`src/rtl/uart_rx_fifo_if.sv`:
```
// rtl/uart_rx_fifo_if.sv - UART receive FIFO bundle: capture/pop controls and head/status view
interface uart_rx_fifo_if #(
  parameter int W     = 8,
  parameter int DEPTH = 16
);
  localparam int AW = $clog2(DEPTH);

  logic          rx_valid;
  logic          rx_correct;
  logic [W-1:0]  rx_data;
  logic          pop;
  logic          clear;
  logic [W-1:0]  head_data;
  logic          head_correct;
  logic [AW:0]   count;
  logic          empty;
  logic          full;
  logic          overflow;
  logic [3:0]    err_cnt;

  modport master (
    output rx_valid, rx_correct, rx_data, pop, clear,
    input  head_data, head_correct, count, empty, full, overflow, err_cnt
  );

  modport slave (
    input  rx_valid, rx_correct, rx_data, pop, clear,
    output head_data, head_correct, count, empty, full, overflow, err_cnt
  );
endinterface

```
`src/rtl/uart_rx_fifo.sv`:
```
// rtl/uart_rx_fifo.sv - circular byte FIFO behind the UART receiver with overflow and parity stats
module uart_rx_fifo #(
  parameter int W     = 8,
  parameter int DEPTH = 16
) (
  input  logic         clk,
  input  logic         rst_n,
  uart_rx_fifo_if.slave bus
);
  localparam int AW = $clog2(DEPTH);
  localparam logic [AW-1:0] PTR_ONE  = AW'(1);
  localparam logic [AW:0]   CNT_ONE  = (AW+1)'(1);
  localparam logic [AW:0]   CNT_FULL = (AW+1)'(DEPTH);
  localparam logic [3:0]    ERR_MAX  = 4'd15;

  logic           rx_valid_q;
  logic           pop_q;
  logic [AW-1:0]  wr_ptr;
  logic [AW-1:0]  rd_ptr;
  logic [AW:0]    count_r;
  logic [AW:0]    count_nxt;
  logic           overflow_r;
  logic [3:0]     err_r;
  logic [W:0]     mem [DEPTH];

  logic push_ev;
  logic pop_ev;
  logic is_empty;
  logic is_full;
  logic do_push;
  logic do_pop;
  logic drop;

  assign push_ev  = bus.rx_valid & ~rx_valid_q;
  assign pop_ev   = bus.pop & ~pop_q;
  assign is_empty = (count_r == '0);
  assign is_full  = (count_r == CNT_FULL);

  // Full/empty are judged on the count before this cycle's pop, so a push
  // arriving with a pop while full is still dropped.
  assign do_push = push_ev & ~is_full & ~bus.clear;
  assign do_pop  = pop_ev & ~is_empty & ~bus.clear;
  assign drop    = push_ev & is_full & ~bus.clear;

  always_comb begin
    count_nxt = count_r;
    case ({do_push, do_pop})
      2'b10:   count_nxt = count_r + CNT_ONE;
      2'b01:   count_nxt = count_r - CNT_ONE;
      default: count_nxt = count_r;
    endcase
  end

  always_ff @(posedge clk or negedge rst_n) begin
    if (!rst_n) begin
      rx_valid_q <= 1'b0;
      pop_q      <= 1'b0;
    end else begin
      rx_valid_q <= bus.rx_valid;
      pop_q      <= bus.pop;
    end
  end

  always_ff @(posedge clk or negedge rst_n) begin
    if (!rst_n) begin
      wr_ptr     <= '0;
      rd_ptr     <= '0;
      count_r    <= '0;
      overflow_r <= 1'b0;
      err_r      <= '0;
    end else if (bus.clear) begin
      wr_ptr     <= '0;
      rd_ptr     <= '0;
      count_r    <= '0;
      overflow_r <= 1'b0;
      err_r      <= '0;
    end else begin
      count_r <= count_nxt;
      if (do_push) begin
        wr_ptr <= wr_ptr + PTR_ONE;
      end
      if (do_pop) begin
        rd_ptr <= rd_ptr + PTR_ONE;
      end
      if (drop) begin
        overflow_r <= 1'b1;
      end
      if (do_push && !bus.rx_correct && err_r != ERR_MAX) begin
        err_r <= err_r + 4'd1;
      end
    end
  end

  always_ff @(posedge clk) begin
    if (do_push) begin
      mem[wr_ptr] <= {bus.rx_correct, bus.rx_data};
    end
  end

  assign bus.head_data    = is_empty ? '0   : mem[rd_ptr][W-1:0];
  assign bus.head_correct = is_empty ? 1'b0 : mem[rd_ptr][W];
  assign bus.count        = count_r;
  assign bus.empty        = is_empty;
  assign bus.full         = is_full;
  assign bus.overflow     = overflow_r;
  assign bus.err_cnt      = err_r;
endmodule

```
`src/flat_wrapper.sv`:
```
// flat-port wrapper written by rule: the top's interface ports become plain ports
module uart_rx_fifo_flat 
#(
  parameter int W     = 8,
  parameter int DEPTH = 16
)
  (clk, rst_n, bus_rx_valid, bus_rx_correct, bus_rx_data, bus_pop, bus_clear, bus_head_data, bus_head_correct, bus_count, bus_empty, bus_full, bus_overflow, bus_err_cnt);
  uart_rx_fifo_if #(.W(W), .DEPTH(DEPTH)) bus_i ();
  input  logic clk;
  input  logic rst_n;
  input wire logic [$bits(bus_i.rx_valid)-1:0] bus_rx_valid;
  input wire logic [$bits(bus_i.rx_correct)-1:0] bus_rx_correct;
  input wire logic [$bits(bus_i.rx_data)-1:0] bus_rx_data;
  input wire logic [$bits(bus_i.pop)-1:0] bus_pop;
  input wire logic [$bits(bus_i.clear)-1:0] bus_clear;
  output wire logic [$bits(bus_i.head_data)-1:0] bus_head_data;
  output wire logic [$bits(bus_i.head_correct)-1:0] bus_head_correct;
  output wire logic [$bits(bus_i.count)-1:0] bus_count;
  output wire logic [$bits(bus_i.empty)-1:0] bus_empty;
  output wire logic [$bits(bus_i.full)-1:0] bus_full;
  output wire logic [$bits(bus_i.overflow)-1:0] bus_overflow;
  output wire logic [$bits(bus_i.err_cnt)-1:0] bus_err_cnt;
  assign bus_i.rx_valid = bus_rx_valid;
  assign bus_i.rx_correct = bus_rx_correct;
  assign bus_i.rx_data = bus_rx_data;
  assign bus_i.pop = bus_pop;
  assign bus_i.clear = bus_clear;
  assign bus_head_data = bus_i.head_data;
  assign bus_head_correct = bus_i.head_correct;
  assign bus_count = bus_i.count;
  assign bus_empty = bus_i.empty;
  assign bus_full = bus_i.full;
  assign bus_overflow = bus_i.overflow;
  assign bus_err_cnt = bus_i.err_cnt;
  uart_rx_fifo #(.W(W), .DEPTH(DEPTH)) u_core (.clk(clk), .rst_n(rst_n), .bus(bus_i));
endmodule
```
`config.mk`:
```
export PLATFORM = sky130hd
export DESIGN_NAME = uart_rx_fifo_flat
export DESIGN_NICKNAME = d
export VERILOG_FILES = /design/src/rtl/uart_rx_fifo_if.sv /design/src/rtl/uart_rx_fifo.sv /design/src/flat_wrapper.sv
export SDC_FILE = /design/constraint.sdc
export NUM_CORES = 1
export LEC_CHECK = 0
export CAP_MARGIN = 15
export CELL_PAD_IN_SITES_DETAIL_PLACEMENT = 1
export CELL_PAD_IN_SITES_GLOBAL_PLACEMENT = 2
export CORE_AREA = 2 2 154 156
export CTS_BUF_LIST = sky130_fd_sc_hd__clkbuf_8
export DETAILED_ROUTE_END_ITERATION = 7
export DIE_AREA = 0 0 156 158
export PLACE_DENSITY_LB_ADDON = 0.1
export SYNTH_ARGS = -nofsm -noshare
export SYNTH_HDL_FRONTEND = slang
export SYNTH_SLANG_ARGS = --single-unit
```
`constraint.sdc`:
```
create_clock -name clk -period 3.6 [get_ports clk]
set_input_delay 0.72 -clock clk [delete_from_list [all_inputs] [get_ports clk]]
set_output_delay 0.72 -clock clk [all_outputs]
set_load 0.05 [all_outputs]
```
==> key figures, run 1 <==
Status
  • Status: completed

Global route
  • Gr usage total: 13.5%
  • Largest net degree at the start of global routing: 26
  • GR Overflow Total: 0
  • Number of global-route vias before repair: 3930
  • Initial antenna violation count: 0
  • First-pass GRT wire length: 23900 um

Placed design
  • GPL Wtd Cong: between 0.6 and 0.7
  • Hpwl dp: between 10000 and 15000 um
  • DP Area: approximately 0.0077 mm2
  • Input/output buffers: 34

Yosys
  • Ys Warns: 0
  • Register area share after synthesis: 71.1%
  • EDFF count, synth: approximately 140
  • Ys async rst share: approximately 12%
  • Multiplexer share of the synthesized area: between 10% and 20%
  • Synth Area in Simple Gates: 5.44%
  • Post-synthesis cell type count: 46
  • Adder-Cell Fraction of Synth Area: roughly 1.5%
  • Number of synthesized register bits: roughly 160
  • Compound-gate portion of the synthesized area: around 3.1%
  • Post-Syn Area: about 0.0068 mm2
  • Main flop type after synthesis: edfxtp_1
  • Largest family of logic cells by synthesized area: multiplexers
  • Mean Syn Cell Area: approximately 18 um2
  • Post-Syn Instances: 370
  • Syn Nets: roughly 390
  • XOR/XNOR share of the synthesized area: under 10%

Clock tree
  • Clk buf depth: 2
  • TritonCTS Buffers: 17
  • CTS tree: done
  • Clock Latency Late Sink: roughly 0.46 ns
  • CTS H-tree lvls: 4
  • Clk slew on worst S/H paths: ~0.09 ns
  • Clock sink count: roughly 160
  • Post-CTS setup buffers: 0
  • Hold-fix buffer count after cts: 0
  • Post-CTS sizing: 0
  • Root buf cell: clkbuf_8

Detailed routing
  • Detailed Routing Iterations Pass 1: 4
  • 1st-iter DRT viols: around 130
  • Routed length per instance: 20.9 um
  • Final WL: ~15000 um
  • Met3 routed WL: 392 um
  • Met2 WL post-DR: between 7000 and 8000 um
  • Post-route DRC: 0
  • Via density: about 4.8
  • Highest routed layer: met4
  • Metal-1 WL: just under 7000 um
  • Vias: 3500
  • Antenna viol nets, final: 0

Die
  • Die width: ~160 um
  • Initial core utilization: just under 30%
  • Core Region: ~0.023 mm2
  • Die area: about 0.025 mm2
  • Die Span Y: around 160 um
  • Site Rows: between 50 and 60
  • IO Pins: 35

Layout
  • P&R area growth vs syn: 19.1%
  • Fillers: between 2000 and 2500
  • Most frequent cells in the layout: edfxtp_1, mux4_2, nor2_1, buf_4, clkdlybuf4s50_1
  • Layout cells sized above 1: between 20 and 30%
  • Commonest non-fill, non-tap cell in the layout: edfxtp_1
  • Final instance area: about 0.008 mm2
  • Antenna fix cells: 0
  • Nets: around 450

STA
  • RSZ-0062 raised after global routing: false
  • Tcrit/Tclk final: just over 90%
  • Hold Vio Cnt, Final: 0
  • Slew @ Worst Pin: 0.666 ns
  • Setup violations, final: 0
  • Slew Limit Headroom: between 50% and 60%
  • Worst Skew: approximately 0.011 ns
  • Fmax: about 0.3 GHz
  • Final Critical Period: around 3.3 ns
  • Slew Viols, Final: 0
  • Setup TNS: 0 ns

Hold path
  • Hold Path Class: flop to flop

Setup path
  • CP Data Required Time: 2.88 ns
  • Worst reg-to-reg setup slack: 0.58 ns
  • Max FO, Critical Path: 10
  • Crit path arrival time: roughly 2.6 ns
  • Crit Path Class: flop to primary output
  • Critical path endpoint category: primary output
  • Setup crit start kind: flop

Power and ir drop
  • Peak supply drop: between 0.2 and 0.25 mV
  • Leak: between 0.002 and 0.003 uW
  • Power Density: a little over 500 mW/mm2

Run
  • MaxCap Viol Count: 0
==> final timing paths <==
kind / from / endpoint / cells past startpoint
setup reg to reg: u_core.bus.count[1]$_DFFE_PN0P_ / u_core.bus.count[2]$_DFFE_PN0P_ / 10
min in group asynchronous: rst_n / u_core.bus.count[3]$_DFFE_PN0P_ / 2
max in group asynchronous: rst_n / u_core.rd_ptr[0]$_DFFE_PN0P_ / 2
setup / recovery: u_core.bus.count[1]$_DFFE_PN0P_ / bus_empty / 5
hold reg to reg: u_core.bus.overflow$_DFFE_PN0P_ / u_core.bus.overflow$_DFFE_PN0P_ / 2
hold / removal: u_core.bus.overflow$_DFFE_PN0P_ / u_core.bus.overflow$_DFFE_PN0P_ / 2
==> synthesized netlist by cell type, drive strengths merged (7+ instances only) <==
library cell | count | area, um2
edfxtp | 144 | 4320
mux4 | 36 | 811
nor2 | 32 | 123
mux2i | 21 | 210
dfrtp | 20 | 500
clkbuf | 13 | 60.1
nand2 | 11 | 41.3
o22ai | 9 | 56.3
ha | 8 | 100
nor3 | 8 | 40.0
buf | 7 | 42.5
xor2 | 7 | 61.3
==> worst max-delay path, cell delays in order, from the launching register on <==
cell and delay [ns]:
dfrtp_1 0.52, nor4_4 0.31, buf_4 0.20, nand2b_1 0.18, inv_1 0.14, clkdlybuf4s50_1 0.81
==> where the power goes <==
group | total, uW | switching, uW | internal (uW) | leakage [uW]
Combinational | 727 | 411 | 316 | 0.000831
Sequential | 2120 | 34.7 | 2090 | 0.00157
Clock | 1270 | 757 | 511 | 0.000181
Total | 4120 | 1200 | 2910 | 0.00258
==> per-layer routing <==
layer | track usage [%] | vias up
met2 | 23.8 | 41
li1 | - | 1584
met1 | 16.7 | 1861
met4 | 3.80 | 0
met5 | 0 | -
met3 | 3.20 | 14
==> flip-flops by register name, summed over array words and instances (netlist names) <==
register and count:
u_core.bus.overflow 1, u_core.wr_ptr 4, u_core.rx_valid_q 1, u_core.bus.err_cnt 4
u_core.bus.count 5, u_core.mem 144, u_core.pop_q 1, u_core.rd_ptr 4
==> cell type report <==
type / count / area (um2) / share of cell area (%)
clock buffer: 17 / 234 / 2.90
clock inverter: 15 / 148 / 1.83
inverter: 4 / 15.0 / 0.186
multi-input combinational: 181 / 1810 / 22.4
sequential: 164 / 4830 / 59.7
tap: 290 / 363 / 4.49
timing repair buffer: 63 / 686 / 8.49
==> metrics by stage <==
step / util, % / cells / hold WS, ns / total power [uW] / setup WS, ns
final: 35.0 / 734 / 0.511 / 4120 / 0.262
after global routing: 35.0 / 734 / 0.560 / 4310 / 0.112
after CTS: 35.0 / 734 / 0.525 / 4190 / 0.179
after detailed placement: 33.4 / 702 / 0.498 / 2910 / 0.146
after global placement: 33.4 / 702 / 0.489 / 2900 / 0.239
after floorplan: - / 370 / 0.424 / 2590 / 0.404
==> cells by family after synthesis <==
| family | Yosys count |
|---|---|
| flops | 164 |
| buf+inv | 25 |
| mux | 59 |
| simple gates | 74 |
| xor+xnor | 10 |
| fa+ha+maj | 8 |
| compound gates | 30 |
Power figures use the tool's default switching activity.
==> run 2: changes to the inputs <==
==> constraint.sdc (replaced) <==
create_clock -name clk -period 3.6 [get_ports clk]
set_input_delay 0.36 -clock clk [delete_from_list [all_inputs] [get_ports clk]]
set_output_delay 0.36 -clock clk [all_outputs]
set_load 0.05 [all_outputs]
==> key figures, run 2 (same netlist as run 1, synthesis figures left out) <==
Global route
  • First-pass GRT wire length: 23900 um (-0.14%)
  • GR Overflow Total: 0 (unchanged)
  • Initial antenna violation count: 0 (unchanged)
  • Largest net degree at the start of global routing: 37 (+42%)
  • Gr usage total: 13.6% (+0.063 points)
  • Number of global-route vias before repair: 3769 (-4.1%)

Placed design
  • GPL Wtd Cong: 0.686 (+0.93%)
  • Hpwl dp: 9700 um (-3.7%)
  • Input/output buffers: 34 (unchanged)

STA
  • Setup violations, final: 0 (unchanged)
  • Slew Viols, Final: 0 (unchanged)
  • Slew Limit Headroom: 33.4% (-22 points)
  • Slew @ Worst Pin: 0.995 ns (+0.330 ns)
  • Worst Skew: 0.0106 ns (-0.000350 ns)
  • Tcrit/Tclk final: 82.9% (-9.8 points)
  • Hold Vio Cnt, Final: 0 (unchanged)
  • Final Critical Period: 2.99 ns (-0.353 ns)
  • RSZ-0062 raised after global routing: false
  • Fmax: 0.335 GHz (+12%)
  • Setup TNS: 0 ns (unchanged)

Clock tree
  • CTS H-tree lvls: 4 (unchanged)
  • Clk buf depth: 2 (unchanged)
  • Post-CTS setup buffers: 0 (unchanged)
  • Clk slew on worst S/H paths: 0.09 ns (about the same)
  • Clock Latency Late Sink: 0.45 ns (about the same)
  • Post-CTS sizing: 0 (unchanged)
  • Clock sink count: 164 (unchanged)
  • TritonCTS Buffers: 17 (unchanged)
  • Hold-fix buffer count after cts: 0 (unchanged)
  • Root buf cell: clkbuf_8
  • CTS tree: done

Setup path
  • Worst R2R Start: u_core.bus.count[1]$_DFFE_PN0P_
  • Worst reg-to-reg setup slack: 0.61 ns (+0.03 ns)
  • CP Data Required Time: 3.95 ns (+1.07 ns)
  • Slowest cell on the critical path: dfrtp_1
  • Crit path arrival time: 3.33 ns (+0.71 ns)
  • Worst Path Buf+Inv: 1 (-2)
  • Setup crit end: u_core.bus.count[2]$_DFFE_PN0P_
  • FF-to-FF End: u_core.bus.count[2]$_DFFE_PN0P_
  • Crit Path Class: flop to flop
  • CP peak stage delay: 0.52 ns (-0.29 ns)
  • Setup crit start kind: flop
  • Worst r2r path cells: 9 (-1)
  • Critical path endpoint category: flop
  • CP Depth: 9 (+4)
  • Critical path cell sequence: nor4_4 -> buf_4 -> nor2_2 -> nor3_1 -> xor2_1 -> ha_1 -> or3_2 -> o32a_2 -> mux2_2
  • Worst setup path start: u_core.bus.count[1]$_DFFE_PN0P_
  • Crit path max-delay family: simple AND/OR/NAND/NOR gates
  • Max FO, Critical Path: 10 (unchanged)

Die
  • IO Pins: 35 (unchanged)
  • Die Span Y: 158 um (unchanged)
  • Die area: 0.0246 mm2 (unchanged)
  • Initial core utilization: 29.4% (unchanged)
  • Site Rows: 56 (unchanged)
  • Die width: 156 um (unchanged)
  • Core Region: 0.0231 mm2 (unchanged)

Detailed routing
  • Via density: 4.74 (-0.59%)
  • Routed length per instance: 21.4 um (+2.4%)
  • 1st-iter DRT viols: 189 (+42%)
  • Final WL: 15500 um (+1.4%)
  • Antenna viol nets, final: 0 (unchanged)
  • Post-route DRC: 0 (unchanged)
  • Vias: 3446 (-1.5%)
  • Detailed Routing Iterations Pass 1: 4 (unchanged)

Layout
  • P&R area growth vs syn: 16.6%
  • Commonest non-fill, non-tap cell in the layout: edfxtp_1
  • Nets: 446 (-1.5%)
  • Utilization after layout: 34.3% (-0.73 points)
  • Antenna fix cells: 0 (unchanged)
  • Layout cells sized above 1: 25.6% (-1.2 points)
  • Max reg flops: 144 (unchanged)
  • Fillers: 2310 (-0.77%)
  • Top reg by flops: u_core.mem
  • Most frequent cells in the layout: edfxtp_1, mux4_2, nor2_1, buf_4, clkdlybuf4s50_1

Power and ir drop
  • Power Density: 521 mW/mm2 (+2.2%)
  • Leak: 0.00253 uW (-1.8%)
  • Peak supply drop: 0.195 mV (-5.2%)

Hold path
  • Hold Path Class: primary input to flop

Status
  • Status: completed

Run
  • MaxCap Viol Count: 0 (unchanged)
-- run 2: how the worst min path moves through the flow --
stage,slack [ns],start,depth (start not counted),end
after global placement,0.49,u_core.bus.overflow$_DFFE_PN0P_,2,u_core.bus.overflow$_DFFE_PN0P_
final,0.41,bus_rx_valid,1,u_core.rx_valid_q$_DFF_PN0_
after floorplan,0.06,rst_n,0,u_core.bus.count[0]$_DFFE_PN0P_
after detailed placement,0.50,u_core.bus.overflow$_DFFE_PN0P_,2,u_core.bus.overflow$_DFFE_PN0P_
after CTS,0.36,bus_rx_valid,1,u_core.rx_valid_q$_DFF_PN0_
after global routing,0.38,bus_rx_valid,1,u_core.rx_valid_q$_DFF_PN0_
-- run 2: power breakdown --
group	switching, uW	leakage, uW	total (uW)	internal, uW
combinational	398	0.000762	630	232
clock	736	0.000205	1370	637
sequential	29.5	0.00157	2120	2090
total	1160	0.00253	4120	2950
-- run 2: metrics by stage --
step                hold WS (ns)  cells  power [uW]  setup slack (ns)  instance area, um2
CTS                        0.359    727        4190             0.615                7910
detailed placement         0.497    695        2800             0.408                7510
finish                     0.405    727        4120             0.615                7910
global placement           0.490    695        2800             0.502                7510
floorplan                 0.0644    370        2590             0.404                6780
global route               0.384    727        4290             0.412                7910
-- run 2: cell type report --
type	instances	area, um2	area share, %
Timing Repair Buffer	56	495	6.26
Clock buffer	17	234	2.96
Sequential cell	164	4830	61.0
Multi-Input combinational cell	181	1810	22.9
Inverter	4	15.0	0.190
Clock inverter	15	170	2.15
Tap cell	290	363	4.59
-- run 2: layer usage --
metal	share of wire (%)	up-vias	global-route usage [%]	routed length (um)
li1	-	1571	-	-
met1	44	1817	17.1	6900
met2	52	48	23.6	8020
met3	3.0	10	3.04	467
met4	0.98	0	4.06	153
met5	0	-	0	0
==> run 3: changes to the inputs <==
clock period = 2.67 ns   (was 3.6 ns; I/O delays follow)
==> key figures, run 3 (same netlist as run 1, synthesis figures left out) <==
Status
  • Status: completed

Setup path
  • CP Data Required Time: 2.40 ns (-1.55 ns)
  • Crit Path Class: flop to primary output
  • Crit path max-delay family: multiplexers
  • Max FO, Critical Path: 11 (+1)
  • Crit path arrival time: 2.31 ns (-1.02 ns)
  • Critical path cell sequence: buf_4 -> clkbuf_16 -> mux4_2 -> mux2i_1 -> o22ai_1 -> buf_12
  • Slowest cell on the critical path: mux4_2
  • Worst Path Buf+Inv: 3 (+2)
  • CP peak stage delay: 0.50 ns (-0.02 ns)
  • Critical path endpoint category: primary output
  • Setup crit start kind: flop

Global route
  • Number of global-route vias before repair: 3999 (+6.1%)
  • Initial antenna violation count: 0 (unchanged)
  • First-pass GRT wire length: 24700 um (+3.4%)
  • Gr usage total: 14.1% (+0.52 points)
  • GR Overflow Total: 0 (unchanged)
  • Largest net degree at the start of global routing: 37 (unchanged)

Layout
  • Utilization after layout: 36.8% (+2.5 points)
  • Max reg flops: 144 (unchanged)
  • Top reg by flops: u_core.mem
  • Nets: 466 (+4.5%)
  • Layout cells sized above 1: 33.3% (+7.6 points)
  • Antenna fix cells: 0 (unchanged)
  • Fillers: 2292 (-0.78%)
  • Final instance area: 0.00848 mm2 (+7.2%)
  • Most frequent cells in the layout: edfxtp_1, mux4_2, nor2_1, buf_4, buf_12
  • Commonest non-fill, non-tap cell in the layout: edfxtp_1
  • P&R area growth vs syn: 25.1%

Clock tree
  • CTS tree: done
  • Clk slew on worst S/H paths: 0.10 ns (about the same)
  • CTS H-tree lvls: 4 (unchanged)
  • Clock sink count: 164 (unchanged)
  • Clock Latency Late Sink: 0.46 ns (about the same)
  • Clk buf depth: 2 (unchanged)
  • TritonCTS Buffers: 17 (unchanged)
  • Root buf cell: clkbuf_8

Die
  • Site Rows: 56 (unchanged)
  • IO Pins: 35 (unchanged)
  • Die area: 0.0246 mm2 (unchanged)
  • Core Region: 0.0231 mm2 (unchanged)
  • Die width: 156 um (unchanged)
  • Initial core utilization: 29.4% (unchanged)
  • Die Span Y: 158 um (unchanged)

STA
  • Final Critical Period: approximately 2.6 ns
  • Worst Skew: 0.0165 ns (+0.00585 ns)
  • Slew @ Worst Pin: 0.626 ns (-0.369 ns)
  • Slew Limit Headroom: 58.1% (+25 points)
  • Setup violations, final: 0 (unchanged)
  • WHS: 0.152 ns (-0.253 ns)
  • Tcrit/Tclk final: 96.4%
  • RSZ-0062 raised after global routing: true
  • Hold Vio Cnt, Final: 0 (unchanged)
  • Setup TNS: 0 ns (unchanged)
  • Fmax: 0.389 GHz
  • Slew Viols, Final: 0 (unchanged)

Detailed routing
  • Post-route DRC: 0 (unchanged)
  • Vias: 3526 (+2.3%)
  • Detailed Routing Iterations Pass 1: 4 (unchanged)
  • Routed length per instance: 21.4 um (+0.16%)
  • 1st-iter DRT viols: 183 (-3.2%)
  • Antenna viol nets, final: 0 (unchanged)
  • Via density: 4.72 (-0.42%)
  • Final WL: 16000 um (+2.9%)

Power and ir drop
  • Leak: 0.00277 uW (+9.4%)
  • Switching power: 1700 uW (+46%)
  • Flop pwr share: 48.5% (-2.9 points)
  • Net Sw Frac: 29.1% (+0.83 points)
  • Power Density: 689 mW/mm2 (+32%)
  • Final Power: 5850 uW (+42%)
  • Peak supply drop: 0.313 mV (+61%)
  • Logic pwr share: 19.8% (+4.5 points)
  • Int Power: 4150 uW (+40%)
  • Power share of the clock group: 31.7% (-1.6 points)

Placed design
  • Input/output buffers: 34 (unchanged)
  • Hpwl dp: 10000 um (+3.2%)
  • GPL Wtd Cong: 0.700 (+2.0%)
  • DP Area: 0.00796 mm2 (+6.0%)

Run
  • MaxCap Viol Count: 0 (unchanged)

Hold path
  • Hold Path Class: primary input to asynchronous set/reset pin
[run 3: cell count changes in the layout (fill, tap and decap cells not counted), sizes merged]
cell | previous run | this run
buf | 31 | 52
clkinv | 3 | 6
clkdlybuf4s50 | 25 | 23
clkinvlp | 2 | 0
bufinv | 2 | 1
clkbuf | 17 | 18
[run 3: power groups by stage]
stage                     registers, uW  clock network (uW)  logic [uW]
after floorplan                    2930                   0         579
after global placement             2890                   0        1120
after detailed placement           2890                   0        1120
after CTS                          2830                1920        1140
after global routing               2840                2030        1240
final                              2830                1860        1160
[run 3: area by class of cell]
class                      count  area, um2  area share [%]
multi-input combinational    181       1910            22.5
timing repair buffer          76        953            11.2
sequential                   164       4830            56.9
inverter                       4       15.0           0.177
tap                          290        363            4.28
clock inverter                15        181            2.14
clock buffer                  17        234            2.76
[run 3: layer usage]
metal  GRT usage, %  vias to the layer above  part of all wire (%)
met5              0                        -                     0
met2           24.6                       52                    51
met1           17.8                     1847                    46
li1               -                     1617                     -
met3           3.28                       10                   2.5
met4           3.54                        0                  0.81
[run 3: worst register-to-register path: stages (launching register included)]
cell and delay (ns):
dfrtp_1 0.42, nor4_4 0.40, nand2b_1 0.14, nand2_2 0.10
nor3_2 0.06, xor2_1 0.15, ha_2 0.20, or3_4 0.37
o32a_4 0.31, mux2_2 0.26
[run 3: path summary, 6_finish.rpt]
check                           cells after the start  slack, ns                               to                             from
worst max register to register                      9       0.16  u_core.bus.count[2]$_DFFE_PN0P_  u_core.bus.count[1]$_DFFE_PN0P_
max in group asynchronous                           2       2.27     u_core.rd_ptr[0]$_DFFE_PN0P_                            rst_n
worst max-delay path                                6        0.1                 bus_head_correct     u_core.rd_ptr[0]$_DFFE_PN0P_
worst min-delay path                                2       0.15  u_core.bus.count[0]$_DFFE_PN0P_                            rst_n
min in group clk                                    1       0.30      u_core.rx_valid_q$_DFF_PN0_                     bus_rx_valid
worst min register to register                      2       0.51  u_core.bus.overflow$_DFFE_PN0P_  u_core.bus.overflow$_DFFE_PN0P_
[run 3: what timing repair did]
action | in CTS | in global routing
hold buffers | 0 | 0
endpoints found under the setup margin | 9 | 9
pin swaps | 0 | 3
resized for setup | 6 | 11
setup buffers | 0 | 1
gates cloned | 0 | 1
[run 3: stage by stage]
| step | cells | worst slack (ns) |
|---|---|---|
| global placement | 713 | 0.000229 |
| floorplan | 370 | -0.287 |
| global route | 747 | -0.00577 |
| CTS | 745 | -0.0215 |
| finish | 747 | 0.0967 |
| detailed placement | 713 | -0.0510 |
